## src/rtl/mem_arbiter.sv

```systemverilog
// Two-port round-robin arbiter for a single-port memory. Latency: request in an IDLE cycle gives ack two cycles later.
// No backpressure. Each port holds its request until it sees its own ack. Three cycles per access.
module mem_arbiter #(
    parameter int WORD_SIZE = 8,
    parameter int ADDR_SIZE = 8
) (
    input  logic                 clk,
    input  logic                 rst,
    input  logic                 p0_req,
    input  logic                 p0_we,
    input  logic [ADDR_SIZE-1:0] p0_addr,
    input  logic [WORD_SIZE-1:0] p0_wdata,
    output logic                 p0_ack,
    output logic [WORD_SIZE-1:0] p0_rdata,
    input  logic                 p1_req,
    input  logic                 p1_we,
    input  logic [ADDR_SIZE-1:0] p1_addr,
    input  logic [WORD_SIZE-1:0] p1_wdata,
    output logic                 p1_ack,
    output logic [WORD_SIZE-1:0] p1_rdata,
    output logic [ADDR_SIZE-1:0] mem_addr,
    output logic [WORD_SIZE-1:0] mem_data_in,
    output logic                 mem_en_write,
    input  logic [WORD_SIZE-1:0] mem_data_out,
    output logic                 busy
);

    typedef enum logic [1:0] {IDLE, ACCESS, RESP} state_t;

    state_t               state;
    logic                 ptr;
    logic                 owner;
    logic                 we_q;
    logic [ADDR_SIZE-1:0] addr_q;
    logic [WORD_SIZE-1:0] wdata_q;
    logic                 grant1;

    // A lone requester wins regardless of the pointer; on a tie the pointer decides.
    assign grant1 = p1_req && (!p0_req || ptr);

    assign mem_addr    = addr_q;
    assign mem_data_in = wdata_q;
    assign busy        = (state != IDLE);
    // Reset during ACCESS must abandon the write, so the strobe is cut at once.
    assign mem_en_write = we_q && (state == ACCESS) && !rst;

    always_ff @(posedge clk) begin
        if (rst) begin
            state    <= IDLE;
            ptr      <= 1'b0;
            owner    <= 1'b0;
            we_q     <= 1'b0;
            addr_q   <= '0;
            wdata_q  <= '0;
            p0_ack   <= 1'b0;
            p1_ack   <= 1'b0;
            p0_rdata <= '0;
            p1_rdata <= '0;
        end else begin
            case (state)
                IDLE: begin
                    p0_ack <= 1'b0;
                    p1_ack <= 1'b0;
                    if (p0_req || p1_req) begin
                        owner   <= grant1;
                        ptr     <= !grant1;
                        we_q    <= grant1 ? p1_we    : p0_we;
                        addr_q  <= grant1 ? p1_addr  : p0_addr;
                        wdata_q <= grant1 ? p1_wdata : p0_wdata;
                        state   <= ACCESS;
                    end
                end
                ACCESS: begin
                    if (!we_q) begin
                        if (owner) p1_rdata <= mem_data_out;
                        else       p0_rdata <= mem_data_out;
                    end
                    p0_ack <= !owner;
                    p1_ack <= owner;
                    state  <= RESP;
                end
                RESP: begin
                    p0_ack <= 1'b0;
                    p1_ack <= 1'b0;
                    state  <= IDLE;
                end
                default: state <= IDLE;
            endcase
        end
    end

endmodule

```

## config.mk

```make
export PLATFORM = sky130hd
export DESIGN_NAME = mem_arbiter
export DESIGN_NICKNAME = d
export VERILOG_FILES = /design/src/rtl/mem_arbiter.sv
export SDC_FILE = /design/constraint.sdc
export NUM_CORES = 1
export LEC_CHECK = 0
export ABC_AREA = 0
export BUFFER_PORTS_ARGS = -buffer_cell sky130_fd_sc_hd__buf_2
export CORE_ASPECT_RATIO = 1.25
export CORE_MARGIN = 2
export CORE_UTILIZATION = 45
export CTS_CLUSTER_DIAMETER = 60
export DETAILED_ROUTE_END_ITERATION = 7
export GPL_TIMING_DRIVEN = 1
export HOLD_SLACK_MARGIN = 0.1
export PLACE_DENSITY = 0.81
export SLEW_MARGIN = 20
export SYNTH_ARGS = -nofsm -noshare
export SYNTH_HDL_FRONTEND = slang
export SYNTH_SLANG_ARGS = --single-unit
```

## constraint.sdc

```tcl
create_clock -name clk -period 1.4 [get_ports clk]
set_input_delay 0.28 -clock clk [delete_from_list [all_inputs] [get_ports clk]]
set_output_delay 0.28 -clock clk [all_outputs]
set_load 0.05 [all_outputs]
```

Yosys cells after proc, flatten, opt, wreduce, memory -nomap -nowiden
Index checks and enable logic that the tools add are counted.
W data, S select, Z words.
Storage, ports and cells
  bits in registers: 39
  input port bits: 46
  output and inout port bits: 36
Operators by class
  eq/ne operators: 3
  mux-type cells: 7
  bitwise gates (word level): 2
  reduce and logical (&&, ||, !) cells: 16
Operators by type and width (count)
  $mux W8: 2
  $reduce_and A3 Y1: 2
  $logic_not A1 Y1: 4
  $pmux W1 S2: 2
  $pmux W2 S2: 1
  $reduce_bool A2 Y1: 2
  $logic_and A1 B1 Y1: 3
  $eq A2 B1 Y1 const B: 1
  $eq A2 B2 Y1 const B: 1
  $logic_not A2 Y1: 1
  $logic_or A1 B1 Y1: 2
  $mux W2: 1
  $ne A2 B2 Y1 const B: 1
  $not A1 Y1: 2
  $reduce_and A2 Y1: 1
  $reduce_or A2 Y1: 1
  $mux W1: 1

Logic depth before layout (Yosys ltp)
  depth in word-level cells: 4
  depth in mapped cells: 6
  gate-level depth less buffers: 3

Worst setup path before layout
No wires, ideal clock.
  path type: register to output
  from: register state[0]
  to: output mem_en_write
  arrival: 1.251 ns
  required time: 1.120 ns
  slack: -0.131 ns
  cell stages (with the launch flop): 4
  path buffers: 0
  path through: dfxtp_1 or2b_1 nor2_1 and2_1
Between the ends
  longest elaborated chain between the ends: 3
RTL lines
  start: declaration: line 30  | state_t state;
  start signal: assignment: line 49  | state <= IDLE;
  start signal: assignment: line 70  | state <= ACCESS;
  start signal: assignment: line 80  | state <= RESP;
  $eq A2 B1 Y1: line 45  | assign mem_en_write = we_q && (state == ACCESS) && !rst;
  $logic_and A1 B1 Y1 (2 in a row): line 45
  end: declaration: line 23  | output logic mem_en_write,
Every way passes these cells.

Worst setup path after layout
Ends and elaborated chain as after synthesis.

==> parameters.txt <==
Parameter                              Value

Status
  Status    finished with violations
  Violations in the final reports    negative setup slack

Yosys
  Sequential share of the synthesized area    0.482
  Post-Synthesis Cells    between 150 and 200
  Post-Synthesis Net Count    231
  Count of state elements after synthesis    39
  Area of the mapped netlist    0.00162 mm²
  Post-synthesis average cell area    8.75 µm²
  Library cells used by synthesis    23
  YS warnings    0

Routing
  Routed wire length per instance    14.1 µm
  Vias    between 1.5k and 2k
  Drt initial violations    63
  TritonRoute pass-1 iters    4
  Total wirelength of the detailed-routed design    around 4500 µm
  Number of vias per cell after detailed routing    5.48
  Post-route antenna net violation count    0
  Drt drc    0

Timing
  Normalized max-slew margin    0.748
  Worst-case setup margin in the final layout    -128 ps
  Top achievable clock speed    between 600 and 700 MHz
  Final setup fails    2
  Final Slew Violations    0
  Period minus WS final    between 1500 and 2000 ps
  Final clock skew    between 4 and 5 ps
  Unrepaired setup endpoints after global routing    yes
  Transition at the pin with the smallest max-transition slack    roughly 380 ps
  Final Hold Fails    0
  Final clock period utilization by the worst path    1.09

Clock network
  Clock tree root driver cell    sky130_fd_sc_hd__clkbuf_8
  Clock transition at path regs    80 ps
  Number of buffers inserted during clock tree synthesis    5
  Max Buffers Root-to-Sink    2
  Latest clock arrival within the worst-skew pair    290 ps
  CTS H-tree depth    2
  CTS sink count    39
  TritonCTS clock tree    built

Final layout
  Sequential cell area in the final layout    about 780 µm²
  Area occupied by multi-input gates    792 µm²
  Ratio of cells with drive above 1 in the final layout    0.449
  Fillcell total    296
  Area of all placed cells without fillers    0.00242 mm²
  Synthesis-to-layout area growth    49.4%
  Final cell utilization of the core    0.700
  Final nets    328
  N_diodes    0

Hold path
  Min-delay src    mem_data_out[0]
  Path category of the worst min-delay check    input port to register
  Endpoint with the worst hold slack    p0_rdata[0]$_SDFFE_PP0P_
  Worst hold path stage count    3

Worst setup path
  Worst path slowest cell    sky130_fd_sc_hd__dfxtp_2
  Worst Path Class, Setup    register to primary output
  Max stage delay on crit path    approximately 330 ps
  Launching point of the worst reg2reg path    state[0]$_SDFFE_PP0P_
  R2R Setup Slk    approximately 30 ps
  Crit path max fanout    2
  WP buf/inv    1
  Arrival time of data at the critical path endpoint    1250 ps
  Crit path launch type    register
  Cell-by-cell trace of the critical path    or2b_1 > nor2_2 > and2_4 > buf_8
  Category of cells accounting for the largest share of critical-path delay    simple AND/OR/NAND/NOR gates
  Worst R2R Path Depth    4
  Crit end category    primary output
  Reg2reg end    p0_rdata[7]$_SDFFE_PP0P_
  Worst path required time    1120 ps

Global routing
  Initial antenna violation count    0
  Wire length of the first global-routing pass    7220 µm
  Remaining global-route overflow    0
  Pin count of the biggest net entering global routing    37
  Overall global routing resource usage    0.226
  Vias in the first global route    roughly 1.7k

Floorplan
  Total I/O pin count    82
  Die area    0.00410 mm²
  Core area    0.00345 mm²
  Floorplan row count    24
  Initial core utilization    0.469
  Width of the chip    57.7 µm
  Height of the die    71.1 µm

Placement
  Cell area after placement    0.00217 mm²
  Weighted congestion reported at the end of routability-driven placement    ~0.76
  Pre-CTS setup slack    -16.9 ps
  Port Buf Inserts    81
  HPWL Detailed    3110 µm

Power
  Standby leakage power    around 1.1 nW
  Power density cells    1280 mW/mm²
  Max VDD drop    1.05 mV

Run
  Max-cap check violation count    0
-- worst reg2reg max path, cell delays in order (launching register included) --
cell                      delay (ps)
sky130_fd_sc_hd__dfxtp_2         330
sky130_fd_sc_hd__buf_4           120
sky130_fd_sc_hd__or4b_1          610
sky130_fd_sc_hd__nand2_1         130
sky130_fd_sc_hd__a21oi_1          70
-- cell type report --
type,count,share of cell area
well taps,39,0.0202
multi-input cells,131,0.327
flip-flops and latches,39,0.323
clock buffers,5,0.0285
repair buffers,105,0.273
clock inverters,3,0.0279
-- routing by layer --
metal / vias to the layer above / GRT usage / routed length (µm)
li1: 851 / - / -
met1: 819 / 0.252 / 1790
met2: 83 / 0.391 / 2310
met3: 12 / 0.0475 / 340
met4: 0 / 0.124 / 91
met5: - / 0 / 0
-- how the worst max path moves through the flow --
| stage | from | to | slack, ps | depth (start not counted) |
|---|---|---|---|---|
| 3_5_place_dp | rst | mem_en_write | -20 | 5 |
| 3_3_place_gp | rst | mem_en_write | 20 | 5 |
| 4_1_cts | state[0]$_SDFFE_PP0P_ | mem_en_write | -180 | 4 |
| 5_1_grt | state[0]$_SDFFE_PP0P_ | mem_en_write | -180 | 4 |
| 6_report | state[0]$_SDFFE_PP0P_ | mem_en_write | -130 | 4 |
| 2_1_floorplan | state[0]$_SDFFE_PP0P_ | mem_en_write | 50 | 3 |
-- report_power, final --
part	leakage (nW)	internal (W)	total, W	switching (W)
combinational	0.694	0.000285	0.000777	0.000492
sequential	0.319	0.00118	0.00123	0.0000407
clock	0.0644	0.000710	0.00110	0.000387
total	1.08	0.00218	0.00310	0.000920
-- registers in the layout (all words and copies together), names as in the netlist --
signal	count
mem_data_in	8
p1_rdata	8
state	2
we_q	1
ptr	1
p0_ack	1
mem_addr	8
p0_rdata	8
owner	1
p1_ack	1
-- cell usage in the layout (no fill, tap or decap) --
cell type / n
sky130_fd_sc_hd__a211oi_1: 1
sky130_fd_sc_hd__a21oi_1: 10
sky130_fd_sc_hd__a31oi_1: 17
sky130_fd_sc_hd__and2_4: 1
sky130_fd_sc_hd__buf_12: 2
sky130_fd_sc_hd__buf_2: 79
sky130_fd_sc_hd__buf_4: 18
sky130_fd_sc_hd__buf_6: 3
sky130_fd_sc_hd__buf_8: 2
sky130_fd_sc_hd__bufinv_16: 2
sky130_fd_sc_hd__clkbuf_16: 1
sky130_fd_sc_hd__clkbuf_8: 5
sky130_fd_sc_hd__clkinvlp_4: 1
sky130_fd_sc_hd__dfxtp_1: 38
sky130_fd_sc_hd__dfxtp_2: 1
sky130_fd_sc_hd__mux2i_1: 9
sky130_fd_sc_hd__nand2_1: 18
sky130_fd_sc_hd__nand2b_1: 2
sky130_fd_sc_hd__nand3_1: 28
sky130_fd_sc_hd__nand3_2: 6
sky130_fd_sc_hd__nor2_1: 13
sky130_fd_sc_hd__nor2_2: 1
sky130_fd_sc_hd__nor3_1: 1
sky130_fd_sc_hd__nor3b_4: 2
sky130_fd_sc_hd__nor4b_4: 1
sky130_fd_sc_hd__nor4bb_2: 1
sky130_fd_sc_hd__o21ai_0: 15
sky130_fd_sc_hd__o21ai_1: 2
sky130_fd_sc_hd__or2_4: 1
sky130_fd_sc_hd__or2b_1: 1
sky130_fd_sc_hd__or4b_1: 1
-- cell usage after synthesis --
master	n	share of area
sky130_fd_sc_hd__or2_1	1	0.0039
sky130_fd_sc_hd__o21ai_0	16	0.049
sky130_fd_sc_hd__dfxtp_1	39	0.48
sky130_fd_sc_hd__a211oi_1	1	0.0046
sky130_fd_sc_hd__or2b_1	1	0.0046
sky130_fd_sc_hd__nand2_1	18	0.042
sky130_fd_sc_hd__and2_1	1	0.0039
sky130_fd_sc_hd__clkbuf_1	6	0.014
sky130_fd_sc_hd__nor3b_4	2	0.023
sky130_fd_sc_hd__nand3_1	34	0.11
sky130_fd_sc_hd__buf_2	3	0.0093
sky130_fd_sc_hd__nor4bb_1	1	0.0062
sky130_fd_sc_hd__o21ai_1	1	0.0031
sky130_fd_sc_hd__nand2b_1	2	0.0077
sky130_fd_sc_hd__nor4b_4	1	0.015
sky130_fd_sc_hd__mux2i_1	9	0.056
sky130_fd_sc_hd__a31oi_1	17	0.066
sky130_fd_sc_hd__buf_4	4	0.019
sky130_fd_sc_hd__nor3_1	1	0.0031
sky130_fd_sc_hd__a21oi_1	10	0.031
sky130_fd_sc_hd__or4b_1	1	0.0062
sky130_fd_sc_hd__buf_6	2	0.014
sky130_fd_sc_hd__nor2_1	14	0.032
-- kinds of logic after synthesis --
logic type      share of synthesized area
simple gates                        0.253
compound gates                      0.154
mux                                0.0556
buf+inv                            0.0556
flops                               0.482
-- per-stage QoR --
step           hold WS, ps  power (W)  cells  setup TNS, ps
2_1_floorplan          416    0.00172    185              0
3_3_place_gp           439    0.00196    310              0
3_5_place_dp           447    0.00197    310          -16.9
4_1_cts                222    0.00309    320           -219
5_1_grt                236    0.00323    322          -1490
6_report               235    0.00310    322           -175
-- repair_timing --
| item | CTS | global route |
|---|---|---|
| endpoints found under the hold margin | 0 | 0 |
| gates cloned | 0 | 1 |
| endpoints found under the setup margin | 2 | 34 |
| setup buffers | 2 | 1 |
| gates resized for setup | 8 | 11 |
| pin swaps | 2 | 8 |
| hold buffers | 0 | 0 |
Note: power is estimated with default switching activity, not from simulation.
